File: src/rtl/systolic_tile_sequencer_if.sv
// Bundle between the tile sequencer, its host/operand buffers and the grid edge.
// master = host side (starts tiles, returns buffer data); slave = sequencer.
interface systolic_tile_sequencer_if #(
    parameter int ARRAY_N  = 4,
    parameter int INPUTS_N = 8,
    parameter int KLEN_N   = 7
);
    logic                          Start;
    logic [KLEN_N-1:0]             K_Len;
    logic                          Busy;
    logic                          Done;
    logic                          Act_Rd_En;
    logic [KLEN_N-1:0]             Act_Rd_Addr;
    logic [ARRAY_N*INPUTS_N-1:0]   Act_Rd_Data;
    logic                          Wt_Rd_En;
    logic [KLEN_N-1:0]             Wt_Rd_Addr;
    logic [ARRAY_N*INPUTS_N-1:0]   Wt_Rd_Data;
    logic                          Array_Clear;
    logic [ARRAY_N-1:0]            Array_Act_Valid;
    logic [ARRAY_N*INPUTS_N-1:0]   Array_Act;
    logic [ARRAY_N-1:0]            Array_Weight_Valid;
    logic [ARRAY_N*INPUTS_N-1:0]   Array_Weight;

    modport master (
        output Start, K_Len, Act_Rd_Data, Wt_Rd_Data,
        input  Busy, Done, Act_Rd_En, Act_Rd_Addr, Wt_Rd_En, Wt_Rd_Addr,
               Array_Clear, Array_Act_Valid, Array_Act, Array_Weight_Valid, Array_Weight
    );

    modport slave (
        input  Start, K_Len, Act_Rd_Data, Wt_Rd_Data,
        output Busy, Done, Act_Rd_En, Act_Rd_Addr, Wt_Rd_En, Wt_Rd_Addr,
               Array_Clear, Array_Act_Valid, Array_Act, Array_Weight_Valid, Array_Weight
    );
endinterface

File: src/rtl/systolic_tile_sequencer.sv
// Output-stationary tile sequencer: clears the grid, streams K operand
// columns/rows from the buffers, skews them into diagonal wavefronts on the
// grid edges, waits out the pipeline drain and pulses Done.

// One skew lane: DEPTH registers with the valid travelling beside the data.
// Data is zeroed at entry whenever the valid is low, so it stays zero downstream.
module systolic_skew_lane #(
    parameter int DEPTH = 1,
    parameter int W     = 8
) (
    input  logic         Clock,
    input  logic         Reset,
    input  logic         in_vld,
    input  logic [W-1:0] in_data,
    output logic         out_vld,
    output logic [W-1:0] out_data
);
    logic [DEPTH-1:0]        vld_pipe;
    logic [DEPTH-1:0][W-1:0] data_pipe;

    // Shift valid and masked data down the lane
    always_ff @(posedge Clock or posedge Reset) begin
        if (Reset) begin
            vld_pipe  <= '0;
            data_pipe <= '0;
        end else begin
            vld_pipe[0]  <= in_vld;
            data_pipe[0] <= in_vld ? in_data : '0;
            for (int s = 1; s < DEPTH; s++) begin
                vld_pipe[s]  <= vld_pipe[s-1];
                data_pipe[s] <= data_pipe[s-1];
            end
        end
    end

    assign out_vld  = vld_pipe[DEPTH-1];
    assign out_data = data_pipe[DEPTH-1];
endmodule

module systolic_tile_sequencer #(
    parameter int ARRAY_N  = 4,
    parameter int INPUTS_N = 8,
    parameter int KLEN_N   = 7
) (
    input  logic                    Clock,
    input  logic                    Reset,
    systolic_tile_sequencer_if.slave bus
);
    // Drain covers the skew (2N) plus the node's extra accumulate stage
    localparam int DRAIN_CYC = 2*ARRAY_N + 1;
    localparam int DRAIN_W   = $clog2(DRAIN_CYC + 1);

    typedef enum logic [2:0] {IDLE, CLEAR, STREAM, DRAIN, DONE} state_t;

    state_t              state_q, state_d;
    logic [KLEN_N-1:0]   k_len_q, k_len_d;
    logic [KLEN_N-1:0]   addr_q, addr_d;
    logic [DRAIN_W-1:0]  drain_q, drain_d;
    logic                busy, done, rd_en, clear;
    logic                rd_vld_q;

    logic [ARRAY_N-1:0]               act_vld, wt_vld;
    logic [ARRAY_N-1:0][INPUTS_N-1:0] act_dat, wt_dat;

    // State, latched K, stream address and drain counter
    always_ff @(posedge Clock or posedge Reset) begin
        if (Reset) begin
            state_q <= IDLE;
            k_len_q <= '0;
            addr_q  <= '0;
            drain_q <= '0;
        end else begin
            state_q <= state_d;
            k_len_q <= k_len_d;
            addr_q  <= addr_d;
            drain_q <= drain_d;
        end
    end

    // Next-state and control strobes
    always_comb begin
        state_d = state_q;
        k_len_d = k_len_q;
        addr_d  = addr_q;
        drain_d = drain_q;
        busy    = 1'b0;
        done    = 1'b0;
        rd_en   = 1'b0;
        clear   = 1'b0;
        case (state_q)
            IDLE: begin
                if (bus.Start) begin
                    state_d = CLEAR;
                    k_len_d = bus.K_Len;
                end
            end
            CLEAR: begin
                busy    = 1'b1;
                clear   = 1'b1;
                state_d = (k_len_q != '0) ? STREAM : DONE;
            end
            STREAM: begin
                busy  = 1'b1;
                rd_en = 1'b1;
                if (addr_q == k_len_q - KLEN_N'(1)) begin
                    addr_d  = '0;
                    drain_d = DRAIN_W'(DRAIN_CYC - 1);
                    state_d = DRAIN;
                end else begin
                    addr_d = addr_q + KLEN_N'(1);
                end
            end
            DRAIN: begin
                busy = 1'b1;
                if (drain_q == '0) state_d = DONE;
                else               drain_d = drain_q - DRAIN_W'(1);
            end
            DONE: begin
                busy    = 1'b1;
                done    = 1'b1;
                state_d = IDLE;
            end
            default: state_d = IDLE;
        endcase
    end

    // Buffer data returns one cycle after the strobe; both buffers share it
    always_ff @(posedge Clock or posedge Reset) begin
        if (Reset) rd_vld_q <= 1'b0;
        else       rd_vld_q <= rd_en;
    end

    // Lane i gets i+1 stages, forming the diagonal wavefront on each edge
    for (genvar i = 0; i < ARRAY_N; i++) begin : g_lane
        systolic_skew_lane #(.DEPTH(i+1), .W(INPUTS_N)) u_act (
            .Clock    (Clock),
            .Reset    (Reset),
            .in_vld   (rd_vld_q),
            .in_data  (bus.Act_Rd_Data[i*INPUTS_N +: INPUTS_N]),
            .out_vld  (act_vld[i]),
            .out_data (act_dat[i])
        );
        systolic_skew_lane #(.DEPTH(i+1), .W(INPUTS_N)) u_wt (
            .Clock    (Clock),
            .Reset    (Reset),
            .in_vld   (rd_vld_q),
            .in_data  (bus.Wt_Rd_Data[i*INPUTS_N +: INPUTS_N]),
            .out_vld  (wt_vld[i]),
            .out_data (wt_dat[i])
        );
    end

    assign bus.Busy               = busy;
    assign bus.Done               = done;
    assign bus.Act_Rd_En          = rd_en;
    assign bus.Wt_Rd_En           = rd_en;
    assign bus.Act_Rd_Addr        = addr_q;
    assign bus.Wt_Rd_Addr         = addr_q;
    assign bus.Array_Clear        = clear;
    assign bus.Array_Act_Valid    = act_vld;
    assign bus.Array_Act          = act_dat;
    assign bus.Array_Weight_Valid = wt_vld;
    assign bus.Array_Weight       = wt_dat;
endmodule

File: src/flat_wrapper.sv
// flat-port wrapper written by rule: the top's interface ports become plain ports
module systolic_tile_sequencer_flat 
#(
    parameter int ARRAY_N  = 4,
    parameter int INPUTS_N = 8,
    parameter int KLEN_N   = 7
)
  (Clock, Reset, bus_Start, bus_K_Len, bus_Act_Rd_Data, bus_Wt_Rd_Data, bus_Busy, bus_Done, bus_Act_Rd_En, bus_Act_Rd_Addr, bus_Wt_Rd_En, bus_Wt_Rd_Addr, bus_Array_Clear, bus_Array_Act_Valid, bus_Array_Act, bus_Array_Weight_Valid, bus_Array_Weight);
  systolic_tile_sequencer_if #(.ARRAY_N(ARRAY_N), .INPUTS_N(INPUTS_N), .KLEN_N(KLEN_N)) bus_i ();
  input  logic Clock;
  input  logic Reset;
  input wire logic [$bits(bus_i.Start)-1:0] bus_Start;
  input wire logic [$bits(bus_i.K_Len)-1:0] bus_K_Len;
  input wire logic [$bits(bus_i.Act_Rd_Data)-1:0] bus_Act_Rd_Data;
  input wire logic [$bits(bus_i.Wt_Rd_Data)-1:0] bus_Wt_Rd_Data;
  output wire logic [$bits(bus_i.Busy)-1:0] bus_Busy;
  output wire logic [$bits(bus_i.Done)-1:0] bus_Done;
  output wire logic [$bits(bus_i.Act_Rd_En)-1:0] bus_Act_Rd_En;
  output wire logic [$bits(bus_i.Act_Rd_Addr)-1:0] bus_Act_Rd_Addr;
  output wire logic [$bits(bus_i.Wt_Rd_En)-1:0] bus_Wt_Rd_En;
  output wire logic [$bits(bus_i.Wt_Rd_Addr)-1:0] bus_Wt_Rd_Addr;
  output wire logic [$bits(bus_i.Array_Clear)-1:0] bus_Array_Clear;
  output wire logic [$bits(bus_i.Array_Act_Valid)-1:0] bus_Array_Act_Valid;
  output wire logic [$bits(bus_i.Array_Act)-1:0] bus_Array_Act;
  output wire logic [$bits(bus_i.Array_Weight_Valid)-1:0] bus_Array_Weight_Valid;
  output wire logic [$bits(bus_i.Array_Weight)-1:0] bus_Array_Weight;
  assign bus_i.Start = bus_Start;
  assign bus_i.K_Len = bus_K_Len;
  assign bus_i.Act_Rd_Data = bus_Act_Rd_Data;
  assign bus_i.Wt_Rd_Data = bus_Wt_Rd_Data;
  assign bus_Busy = bus_i.Busy;
  assign bus_Done = bus_i.Done;
  assign bus_Act_Rd_En = bus_i.Act_Rd_En;
  assign bus_Act_Rd_Addr = bus_i.Act_Rd_Addr;
  assign bus_Wt_Rd_En = bus_i.Wt_Rd_En;
  assign bus_Wt_Rd_Addr = bus_i.Wt_Rd_Addr;
  assign bus_Array_Clear = bus_i.Array_Clear;
  assign bus_Array_Act_Valid = bus_i.Array_Act_Valid;
  assign bus_Array_Act = bus_i.Array_Act;
  assign bus_Array_Weight_Valid = bus_i.Array_Weight_Valid;
  assign bus_Array_Weight = bus_i.Array_Weight;
  systolic_tile_sequencer #(.ARRAY_N(ARRAY_N), .INPUTS_N(INPUTS_N), .KLEN_N(KLEN_N)) u_core (.Clock(Clock), .Reset(Reset), .bus(bus_i));
endmodule
File: config.mk
export PLATFORM = sky130hd
export DESIGN_NAME = systolic_tile_sequencer_flat
export DESIGN_NICKNAME = d
export VERILOG_FILES = /design/src/rtl/systolic_tile_sequencer_if.sv /design/src/rtl/systolic_tile_sequencer.sv /design/src/flat_wrapper.sv
export SDC_FILE = /design/constraint.sdc
export NUM_CORES = 1
export LEC_CHECK = 0
export CAP_MARGIN = 0
export CELL_PAD_IN_SITES_DETAIL_PLACEMENT = 1
export CELL_PAD_IN_SITES_GLOBAL_PLACEMENT = 1
export CORE_ASPECT_RATIO = 0.9
export CORE_UTILIZATION = 42
export DETAILED_ROUTE_END_ITERATION = 8
export GPL_TIMING_DRIVEN = 0
export PLACE_DENSITY = 0.82
export REMOVE_ABC_BUFFERS = 1
export SYNTH_ARGS = -nofsm -noshare
export SYNTH_HDL_FRONTEND = slang
export SYNTH_SLANG_ARGS = --single-unit
File: constraint.sdc
create_clock -name Clock -period 9.8 [get_ports Clock]
set_input_delay 1.47 -clock Clock [delete_from_list [all_inputs] [get_ports Clock]]
set_output_delay 1.47 -clock Clock [all_outputs]
set_load 0.05 [all_outputs]
Yosys cells after proc, flatten, opt, wreduce, memory -nomap -nowiden --
Index checks and enable logic that the tools add are counted.
Cells by class: add/subtract/negate cells 3, equality and inequality tests 9, mux-type cells 21, reduce and logical (&&, ||, !) cells 8
Operators by type and width (count):
- $mux W8 | 8
- $mux W3 | 4
- $pmux W3 S4 | 1
- $mux W4 | 2
- $pmux W4 S2 | 1
- $add A7 B1 Y7 const B | 1
- $eq A7 B7 Y1 | 1
- $mux W7 | 1
- $reduce_bool A7 Y1 | 1
- $sub A7 B1 Y7 const B | 1
- $eq A3 B2 Y1 const B | 2
- $reduce_and A3 Y1 | 2
- $logic_not A4 Y1 | 1
- $mux W1 | 4
- $ne A2 B1 Y1 const B | 2
- $ne A2 B2 Y1 const B | 2
- $reduce_or A4 Y1 | 1
- $sub A4 B1 Y4 const B | 1
- $eq A3 B1 Y1 const B | 1
- $eq A3 B3 Y1 const B | 1
- $logic_not A3 Y1 | 1
- $reduce_and A2 Y1 | 1
- $reduce_bool A2 Y1 | 1
Word-level totals: register bits 201, input bits 74

Depth between registers and ports, before layout --
Gate-level depths: netlist of the first run.
depth in word-level cells 4, gate-level depth with buffers 8, gate-level depth less buffers 7

Modules after synthesis --
From an unflattened synthesis of the first run, not the netlist that was laid out.
Second synthesis, totals: cells, all modules 441, area, all modules 6630.1 sq um
By module, submodules not included:
- systolic_skew_lane at u_core.g_lane[3].u_act ... | instances 2, cells an instance 53, area each 1014.7 sq um, seq. area each 900.9 sq um
- systolic_skew_lane at u_core.g_lane[2].u_act ... | instances 2, cells an instance 44, area each 789.5 sq um, seq. area each 675.6 sq um
- systolic_tile_sequencer | instances 1, cells an instance 141, area each 1335.0 sq um, seq. area each 550.5 sq um
- systolic_skew_lane at u_core.g_lane[1].u_act ... | instances 2, cells an instance 35, area each 564.3 sq um, seq. area each 450.4 sq um
- systolic_skew_lane at u_core.g_lane[0].u_act ... | instances 2, cells an instance 18, area each 279.0 sq um, seq. area each 225.2 sq um

Worst setup path before layout of the first run --
No wires, ideal clock.
path kind reg-to-output, start point reg u_core.state_q[0], end point out bus_Array_Clear, data arrival time 1.979 ns, setup slack 6.351 ns, stages on the path, launching flop included 4, path buffers 2, path through dfrtp_1 clkbuf_1 clkbuf_1 nor3b_1
Between the ends: word-level cells in the longest chain between the ends 2
Ends and longest elaborated chain:
- start: declaration | line systolic_tile_sequencer.sv:55 | state_t state_q, state_d;
- start signal: assignment | line systolic_tile_sequencer.sv:73 | state_q <= state_d;
- $eq A3 B1 Y1 | line systolic_tile_sequencer.sv:90 | case (state_q)
- $mux W1 | line systolic_tile_sequencer.sv:90
- end: declaration | line flat_wrapper.sv:22 | output wire logic [$bits(bus_i.Array_Clear)-1:0] bus_Array_Clear;
No other way between the ends.

Worst setup path in the final report of the first run --
start point reg u_core.state_q[0], end point out bus_Act_Rd_En
Between the ends: word-level cells in the longest chain between the ends 2
Ends and longest elaborated chain:
- $eq A3 B2 Y1 | line systolic_tile_sequencer.sv:90
- $mux W1 | line systolic_tile_sequencer.sv:90
- end: declaration | line flat_wrapper.sv:18 | output wire logic [$bits(bus_i.Act_Rd_En)-1:0] bus_Act_Rd_En;
No other way between the ends.

==> results of run 1 <==
==> layout make-up <==
class                   count  area [µm²]
diodes                      2        5.00
clock buffers              17         425
clock inverters            15         154
fillers                  1421        6420
inverters                   7        33.8
multi-input cells         162        1100
flip-flops and latches    186        4660
well taps                 198         248
repair buffers            165        1670
==> through the flow <==
step | utilization, % | hold slack (ns) | total power [mW]
floorplan | - | 0.331 | 1.78
global placement | 52.1 | 0.331 | 2.12
detailed placement | 52.4 | 0.336 | 2.18
CTS | 56.3 | 0.345 | 2.85
global route | 56.3 | 0.350 | 2.94
finish | 56.3 | 0.344 | 2.80
==> cells in the final DEF (no fill, tap or decap), types with 3 or more instances in the layout <==
| cell type | n |
|---|---|
| dfrtp_1 | 185 |
| clkdlybuf4s50_1 | 164 |
| and2_1 | 65 |
| clkbuf_16 | 17 |
| nand2_1 | 10 |
| a21oi_1 | 9 |
| xor2_1 | 8 |
| o21ai_0 | 7 |
| xnor2_1 | 6 |
| inv_8 | 6 |
| inv_1 | 5 |
| nor2_1 | 5 |
| nand3_1 | 5 |
| mux2_2 | 5 |
| ha_1 | 5 |
| clkinv_4 | 4 |
| nor3b_1 | 3 |
| a22oi_1 | 3 |
| o31ai_1 | 3 |
==> sequential cells by signal, indices dropped and copies added, names as in the netlist <==
register and flops:
u_core.g_lane.u_act.data_pipe 48, u_core.g_lane.u_wt.data_pipe 48, u_core.g_lane.u_act.out_data 32, u_core.g_lane.u_wt.out_data 32
u_core.bus.Act_Rd_Addr 7, u_core.k_len_q 7, u_core.drain_q 4, u_core.g_lane.u_act.vld_pipe 4
u_core.state_q 3, u_core.rd_vld_q 1
==> cells by family after synthesis <==
| kind of cell | synth area share, % |
|---|---|
| muxes | 1.05 |
| buffers and inverters | 8.79 |
| AOI/OAI and AO/OA | 2.70 |
| and+or+nand+nor | 10.7 |
| adders and majority gates | 0.992 |
| xor gates and xnor gates | 1.94 |
| DFF | 73.8 |
==> worst min-delay path by stage <==
stage / from / endpoint / slack [ns] / cells after the start
2_1_floorplan: u_core.g_lane[1].u_act.data_pipe[0] / u_core.g_lane[1].u_act.out_data[0] / 0.33 / 0
3_3_place_gp: u_core.g_lane[2].u_act.data_pipe[1] / u_core.g_lane[2].u_act.data_pipe[9] / 0.33 / 0
3_5_place_dp: u_core.g_lane[2].u_act.data_pipe[4] / u_core.g_lane[2].u_act.data_pipe[12] / 0.34 / 0
4_1_cts: u_core.g_lane[3].u_act.data_pipe[12] / u_core.g_lane[3].u_act.data_pipe[20] / 0.35 / 0
5_1_grt: u_core.g_lane[3].u_act.data_pipe[12] / u_core.g_lane[3].u_act.data_pipe[20] / 0.35 / 0
6_report: u_core.g_lane[3].u_act.data_pipe[12] / u_core.g_lane[3].u_act.data_pipe[20] / 0.34 / 0
==> worst reg2reg max path, stage by stage, from the launching register on <==
cell,delay [ns]
dfrtp_1,0.39
inv_1,0.11
ha_1,0.27
nor2b_1,0.15
or3_1,0.36
a31o_1,0.27
nor4_4,0.60
a21oi_1,0.16
==> power by group through the flow <==
stage	Combinational [mW]	Sequential, mW	Clock, mW
after global routing	1.05	1.19	0.705
after global placement	0.974	1.15	0
final	0.998	1.15	0.654
after CTS	1.01	1.16	0.675
after floorplan	0.260	1.52	0
after detailed placement	1.00	1.17	0
==> layer usage <==
layer / vias to the layer above / share of wire (%) / routed length, µm / track usage (%)
li1: 1540 / - / - / -
met1: 1673 / 37 / 4510 / 19.2
met2: 106 / 53 / 6360 / 29.2
met3: 13 / 8.9 / 1070 / 8.24
met5: - / 0 / 0 / 0
met4: 0 / 0.98 / 118 / 5.29
==> flow_metrics.py, run 1 <==
metrics = {
    "route": {
        "drt_first_pass_iters": 4,
        "final_antenna_net_count": 0,
        "drt_iter0_drc": 120,
        "drc": 0,
        "postRouteWirelength_um": 12100,
        "avgRoutedWirePerCell_um": 16.0,
        "viasPerCell": 4.43,
        "vias": 3332,
    },
    "grt": {
        "grt_pass1_wl_um": 20100,
        "grt-ovfl-total": 0,
        "antenna_found_initial": 2,
        "grt_start_max_net_pins": 109,
        "grt_pass1_vias": 3814,
        "grt_usage_pct": 17.2,
    },
    "sta": {
        "tns_ns": 0,
        "finalClockSkew_ns": 0.00893,
        "setup_violations": 0,
        "min_period_ns": 4.12,
        "worst_pin_slew_ns": 0.968,
        "slew_headroom_pct": 35.3,
        "max_freq_ghz": 0.242,
        "layout_worst_path_cycle_share_pct": 42.1,
        "setup_ws_ns": 5.68,
        "rsz0062_at_grt": "no",
        "hold_viol_final": 0,
        "finalMaxSlewViolations": 0,
    },
    "place": {
        "port_buffers": 164,
        "placed_cells": 718,
        "gp_congestion": 0.778,
        "hpwlAfterDp_um": 8380,
        "place_area_um2": 7710,
        "dp_slack_ns": 6.12,
    },
    "floorplanning": {
        "dieArea_um2": 15500,
        "floorplan.initialDensity_pct": 42.9,
        "die_x_um": 131,
        "core_area_um2": 14700,
        "io_pins": 165,
        "rows": 42,
        "die_y_um": 118,
    },
    "worst_setup_path": {
        "end_kind": "output pin",
        "cpPeakStageDelay_ns": 0.85,
        "cp.arrival_ns": 2.65,
        "ff2ff_path_depth": 7,
        "r2r_start": "u_core.k_len_q[0]",
        "setup.worst_path.end": "bus_Act_Rd_En",
        "cp_num_cells": 3,
        "slowest_stage": "clkdlybuf4s50_1",
        "critPathLaunch": "u_core.state_q[0]",
        "critical_path.top_delay_family": "buffers and inverters",
        "crit_chain": "or3b_1 -> clkinv_1 -> clkdlybuf4s50_1",
        "crit_type": "flop to output pin",
        "required_ns": 8.33,
        "reg2reg_to": "u_core.bus.Act_Rd_Addr[2]",
        "regToRegSetupSlack_ns": 7.35,
        "crit_fanout": 16,
        "path_buf_inv": 2,
        "start_kind": "flop",
    },
    "layout": {
        "area_growth_pct": 31.4,
        "layout-drive-gt1-share_pct": 8.15,
        "final_nets": 618,
        "fin_cells": 752,
        "design_area_um2": 8290,
    },
    "clocking": {
        "path_clk_slew_ns": 0.07,
        "cts_setup_buffers": 0,
        "clock_latency_ns": 0.42,
        "cts_hold_buf": 0,
        "cts_sinks": 186,
        "ctsLongestPathBuffers": 2,
        "htree_levels": 4,
        "cts_root_buffer": "clkbuf_16",
        "cts_made_buffers": 17,
        "cts_resized": 0,
        "cts_tree": "built",
    },
    "power_and_ir_drop": {
        "peakVddDrop_v": 0.000167,
        "power_switching_mw": 1.11,
        "sw_frac_of_total_pct": 39.6,
        "seqPwrFrac_pct": 41.0,
        "combPwrFrac_pct": 35.6,
        "clock_power_share_pct": 23.3,
        "leakage_nw": 3.73,
        "intPower_mw": 1.69,
        "power_per_cell_area_nw_per_um2": 338,
    },
    "synthesis": {
        "synth.avg_cell_area_um2": 14.6,
        "synth_area_leaders": "dfrtp_1, buf_4, and2_1",
        "synth-seq-cells": 186,
        "async_reset_ff_share_pct": 100,
        "synth_area_um2": 6310,
        "seq_area_frac_synth_pct": 73.8,
        "synth_cell_types": 40,
        "yosysWarnings": 0,
        "synth.most_common_cell": "dfrtp_1",
        "synth_commonest_cells": "dfrtp_1, and2_1, buf_4",
        "synth-main-ff-cell": "dfrtp_1",
        "synth_top_area_share_pct": 73.8,
        "synth-edff-count": 0,
        "synth_top_area_cell": "dfrtp_1",
        "syn_inst": 431,
    },
    "job": {
        "maxCapViolations": 0,
    },
    "worst_hold_path": {
        "hold_path_class": "flop to flop",
    },
    "run_status": {
        "status": "finished, final reports clean",
    },
}
No activity file was read; power rests on OpenSTA's default activity.
==> run 2, diff against run 1 <==
--- a/config.mk
+++ b/config.mk
@@ -9,10 +9,10 @@
 export CELL_PAD_IN_SITES_DETAIL_PLACEMENT = 1
 export CELL_PAD_IN_SITES_GLOBAL_PLACEMENT = 1
 export CORE_ASPECT_RATIO = 0.9
-export CORE_UTILIZATION = 42
+export CORE_UTILIZATION = 35
 export DETAILED_ROUTE_END_ITERATION = 8
 export GPL_TIMING_DRIVEN = 0
-export PLACE_DENSITY = 0.82
+export PLACE_DENSITY = 0.73
 export REMOVE_ABC_BUFFERS = 1
 export SYNTH_ARGS = -nofsm -noshare
 export SYNTH_HDL_FRONTEND = slang
==> constraint.sdc (replaced) <==
create_clock -name Clock -period 3.7 [get_ports Clock]
set_input_delay 0.555 -clock Clock [delete_from_list [all_inputs] [get_ports Clock]]
set_output_delay 0.555 -clock Clock [all_outputs]
set_load 0.05 [all_outputs]
==> flow_metrics.py, run 2 (synthesized netlist as in run 1, its figures left out) <==
metrics = {
    "power_and_ir_drop": {
        "peakVddDrop_v": 0.000430,
        "power_per_cell_area_nw_per_um2": 891,
        "leakage_nw": 3.74,
    },
    "floorplanning": {
        "dieArea_um2": 18600,
        "core_area_um2": 17600,
        "floorplan.initialDensity_pct": 35.8,
        "die_x_um": 144,
        "rows": 46,
        "io_pins": 165,
        "die_y_um": 129,
    },
    "place": {
        "gp_congestion": 0.732,
        "dp_slack_ns": 0.950,
        "hpwlAfterDp_um": 8200,
        "port_buffers": 164,
    },
    "worst_setup_path": {
        "regToRegSetupSlack_ns": 1.28,
        "cp.arrival_ns": 2.64,
        "reg2reg_to": "u_core.bus.Act_Rd_Addr[3]",
        "start_kind": "flop",
        "critPathLaunch": "u_core.state_q[0]",
        "crit_fanout": 16,
        "r2r_start": "u_core.k_len_q[0]",
        "crit_type": "flop to output pin",
        "ff2ff_path_depth": 7,
        "end_kind": "output pin",
        "required_ns": 3.14,
    },
    "worst_hold_path": {
        "hold_path_end": "u_core.g_lane[2].u_act.out_data[1]",
        "hold_path_class": "flop to flop",
        "hold_depth": 0,
        "hp-start": "u_core.g_lane[2].u_act.data_pipe[9]",
    },
    "sta": {
        "rsz0062_at_grt": "no",
        "worst_pin_slew_ns": 0.948,
        "hold_viol_final": 0,
        "hold_slack_ns": 0.344,
        "layout_worst_path_cycle_share_pct": 86.4,
        "finalClockSkew_ns": 0.0116,
        "max_freq_ghz": 0.313,
        "setup_violations": 0,
        "min_period_ns": 3.20,
        "setup_ws_ns": 0.502,
        "finalMaxSlewViolations": 0,
        "slew_headroom_pct": 36.6,
    },
    "grt": {
        "grt-ovfl-total": 0,
        "grt_usage_pct": 14.1,
        "grt_pass1_wl_um": 19300,
        "antenna_found_initial": 1,
        "grt_pass1_vias": 3630,
        "grt_start_max_net_pins": 105,
    },
    "clocking": {
        "path_clk_slew_ns": 0.08,
        "cts_hold_buf": 0,
        "cts_sinks": 186,
        "cts_root_buffer": "clkbuf_16",
        "cts_setup_buffers": 0,
        "clock_latency_ns": 0.42,
        "ctsLongestPathBuffers": 2,
        "cts_tree": "built",
        "htree_levels": 4,
        "cts_resized": 0,
        "cts_made_buffers": 17,
    },
    "layout": {
        "top_regs": "u_core.g_lane.u_act.data_pipe: 48 flops, u_core.g_lane.u_wt.data_pipe: 48 flops",
        "layout-drive-gt1-share_pct": 8.15,
        "layout_common_cells": "dfrtp_1, clkdlybuf4s50_1, and2_1",
        "fillCellCount": 1775,
        "final_nets": 618,
        "area_growth_pct": 32.5,
        "final_common_cell": "dfrtp_1",
    },
    "job": {
        "maxCapViolations": 0,
    },
    "route": {
        "drt_first_pass_iters": 4,
        "drc": 0,
        "final_antenna_net_count": 0,
        "vias": 3328,
        "avgRoutedWirePerCell_um": 15.1,
        "viasPerCell": 4.20,
        "drt_iter0_drc": 117,
        "postRouteWirelength_um": 12000,
    },
    "run_status": {
        "status": "finished, final reports clean",
    },
}
run 2: cell types whose count changed in the layout (fill, tap and decap cells not counted):
cell,previous run,this run
clkinv_8,2,4
inv_8,6,5
diode_2,2,1
clkinvlp_4,1,0
inv_6,2,3
clkinv_2,1,0
run 2: metrics by stage:
step           cells  instance area [µm²]  utilization (%)  power [mW]  setup TNS (ns)
6_report         793                 8360             47.5        7.45               0
5_1_grt          792                 8360             47.4        7.84               0
4_1_cts          792                 8360             47.4        7.57               0
3_5_place_dp     760                 7760             44.1        5.75               0
3_3_place_gp     759                 7720             43.8        5.64         -728.30
2_1_floorplan    355                 5780                -        4.71         -355.65
run 2: cell type report:
type | instances | area (µm²) | area share (%)
Clock buffer | 17 | 425 | 5.09
Inverter | 7 | 33.8 | 0.404
Tap cell | 240 | 300 | 3.59
Multi-Input combinational cell | 162 | 1100 | 13.2
Antenna cell | 1 | 2.50 | 0.0299
Clock inverter | 15 | 171 | 2.05
Timing Repair Buffer | 165 | 1670 | 20.0
Sequential cell | 186 | 4660 | 55.7
run 2: how the worst max path moves through the flow:
stage	endpoint	slack, ns
after floorplan	u_core.bus.Act_Rd_Addr[0]	-1.91
after detailed placement	bus_Act_Rd_En	0.95
after global routing	bus_Wt_Rd_En	0.36
final	bus_Act_Rd_En	0.50
after CTS	bus_Act_Rd_En	0.46
after global placement	u_core.g_lane[0].u_wt.out_data[1]	-3.93
run 2: power by group:
part	switching [mW]	total [mW]	internal, mW	leakage, nW
combinational	1.69	2.63	0.931	1.08
clock	0.868	1.78	0.912	0.291
sequential	0.398	3.04	2.64	2.37
total	2.96	7.45	4.49	3.74
run 2: critical path: stages (launching register included):
cell and delay, ns:
dfrtp_1 0.55, or3b_1 0.57, clkinv_1 0.24, clkdlybuf4s50_1 0.85
run 2: metal layers:
layer	vias to the layer above	wire, µm	global-route usage (%)
met5	-	0	0
met4	0	117	5.26
met3	9	1030	6.43
met2	115	5920	22.7
met1	1669	4880	16.6
li1	1535	-	-
==> run 3, diff against run 2 <==
--- a/config.mk
+++ b/config.mk
@@ -9,11 +9,13 @@
 export CELL_PAD_IN_SITES_DETAIL_PLACEMENT = 1
 export CELL_PAD_IN_SITES_GLOBAL_PLACEMENT = 1
 export CORE_ASPECT_RATIO = 0.9
+export CORE_MARGIN = 3
 export CORE_UTILIZATION = 35
 export DETAILED_ROUTE_END_ITERATION = 8
 export GPL_TIMING_DRIVEN = 0
 export PLACE_DENSITY = 0.73
 export REMOVE_ABC_BUFFERS = 1
+export SLEW_MARGIN = 5
 export SYNTH_ARGS = -nofsm -noshare
 export SYNTH_HDL_FRONTEND = slang
 export SYNTH_SLANG_ARGS = --single-unit
==> flow_metrics.py, run 3 (synthesized netlist as in run 1, its figures left out) <==
metrics = {
    "grt": {
        "grt_usage_pct": 13.2,
        "grt_start_max_net_pins": 106,
        "antenna_found_initial": 0,
        "grt_pass1_wl_um": 20200,
        "grt-ovfl-total": 0,
        "grt_pass1_vias": 3790,
    },
    "run_status": {
        "status": "finished, final reports clean",
    },
    "power_and_ir_drop": {
        "peakVddDrop_v": 0.000445,
        "power_per_cell_area_nw_per_um2": 897,
        "combPwrFrac_pct": 36.0,
        "clock_power_share_pct": 24.2,
        "seqPwrFrac_pct": 39.8,
        "sw_frac_of_total_pct": 39.2,
        "leakage_nw": 3.75,
        "intPower_mw": 4.57,
        "power_switching_mw": 2.95,
    },
    "floorplanning": {
        "floorplan.initialDensity_pct": 36.5,
        "rows": 45,
        "die_y_um": 133,
        "die_x_um": 148,
        "io_pins": 165,
        "dieArea_um2": 19700,
        "core_area_um2": 17300,
    },
    "sta": {
        "setup_ws_ns": 0.451,
        "finalMaxSlewViolations": 0,
        "rsz0062_at_grt": "no",
        "max_freq_ghz": 0.308,
        "hold_viol_final": 0,
        "layout_worst_path_cycle_share_pct": 87.8,
        "hold_slack_ns": 0.347,
        "min_period_ns": 3.25,
        "setup_violations": 0,
        "finalClockSkew_ns": 0.00995,
        "worst_pin_slew_ns": 0.874,
        "slew_headroom_pct": 41.6,
    },
    "layout": {
        "area_growth_pct": 32.8,
        "top_regs": "u_core.g_lane.u_act.data_pipe: 48 flops, u_core.g_lane.u_wt.data_pipe: 48 flops",
        "layout_common_cells": "dfrtp_1, clkdlybuf4s50_1, and2_1",
        "final_common_cell": "dfrtp_1",
        "n_antenna_cell": 0,
        "fillCellCount": 1732,
        "final_nets": 619,
        "layout-drive-gt1-share_pct": 8.32,
    },
    "worst_hold_path": {
        "hp-start": "u_core.g_lane[2].u_wt.data_pipe[0]",
        "hold_path_class": "flop to flop",
    },
    "clocking": {
        "cts_sinks": 186,
        "ctsLongestPathBuffers": 2,
        "cts_made_buffers": 17,
        "cts_resized": 0,
        "cts_setup_buffers": 0,
        "cts_hold_buf": 0,
        "htree_levels": 4,
        "cts_tree": "built",
        "clock_latency_ns": 0.42,
        "cts_root_buffer": "clkbuf_16",
        "path_clk_slew_ns": 0.07,
    },
    "worst_setup_path": {
        "crit_fanout": 16,
        "critPathLaunch": "u_core.state_q[0]",
        "r2r_start": "u_core.k_len_q[0]",
        "cp.arrival_ns": 2.69,
        "required_ns": 3.14,
        "end_kind": "output pin",
        "crit_type": "flop to output pin",
        "start_kind": "flop",
    },
    "route": {
        "drc": 0,
        "routed-wl-met3_um": 1190,
        "top_layer_used": "met4",
        "postRouteWirelength_um": 12200,
        "vias": 3392,
        "drt_first_pass_iters": 4,
        "wl_met2_um": 5970,
        "final_antenna_net_count": 0,
        "avgRoutedWirePerCell_um": 15.5,
        "drt_iter0_drc": 75,
        "viasPerCell": 4.30,
        "met1_length_um": 4940,
    },
    "place": {
        "gp_congestion": 0.751,
        "hpwlAfterDp_um": 8580,
        "port_buffers": 164,
        "dp_slack_ns": 0.908,
    },
    "job": {
        "maxCapViolations": 0,
    },
}
-- run 3: stage by stage --
| step | std cells | power (mW) | instance area [µm²] | util [%] | TNS [ns] |
|---|---|---|---|---|---|
| floorplan | 355 | 4.71 | 5780 | - | -355.65 |
| global placement | 754 | 5.65 | 7720 | 44.6 | -753.75 |
| detailed placement | 756 | 5.79 | 7770 | 45.0 | 0 |
| CTS | 788 | 7.64 | 8380 | 48.5 | 0 |
| global route | 788 | 7.93 | 8380 | 48.5 | 0 |
| finish | 788 | 7.52 | 8380 | 48.5 | 0 |
-- run 3: area by class of cell --
type                            instances  area (µm²)  share of cell area, %
Clock buffer                           17         425                   5.08
Tap cell                              235         294                   3.51
Inverter                                7        33.8                  0.403
Clock inverter                         15         180                   2.15
Timing Repair Buffer                  166        1690                   20.2
Multi-Input combinational cell        162        1100                   13.1
Sequential cell                       186        4660                   55.6
-- run 3: power by group through the flow --
stage / registers, mW / clock network [mW] / logic (mW)
after global placement: 3.05 / 0 / 2.60
final: 2.99 / 1.82 / 2.71
after detailed placement: 3.05 / 0 / 2.74
after floorplan: 4.02 / 0 / 0.689
after global routing: 3.08 / 1.98 / 2.87
after CTS: 3.01 / 1.89 / 2.75
-- run 3: critical path, cell delays in order (launching register included) --
cell,delay (ns)
dfrtp_1,0.56
or3b_1,0.59
clkinv_1,0.26
clkdlybuf4s50_1,0.86
-- run 3: layer usage --
layer,vias to the layer above,GRT usage [%]
li1,1543,-
met1,1720,15.5
met2,120,21.1
met3,9,6.39
met4,0,5.12
met5,-,0
-- run 3: final timing paths --
kind	endpoint	depth (start not counted)	slack, ns
worst max-delay path	bus_Act_Rd_En	3	0.45
worst min-delay path	u_core.g_lane[2].u_wt.data_pipe[8]	0	0.35
worst max register to register	u_core.bus.Act_Rd_Addr[6]	7	1.33
worst min register to register	u_core.g_lane[2].u_wt.data_pipe[8]	0	0.35
max in group asynchronous	u_core.g_lane[1].u_act.data_pipe[0]	3	2.20
min in group asynchronous	u_core.g_lane[3].u_act.out_data[1]	2	0.59
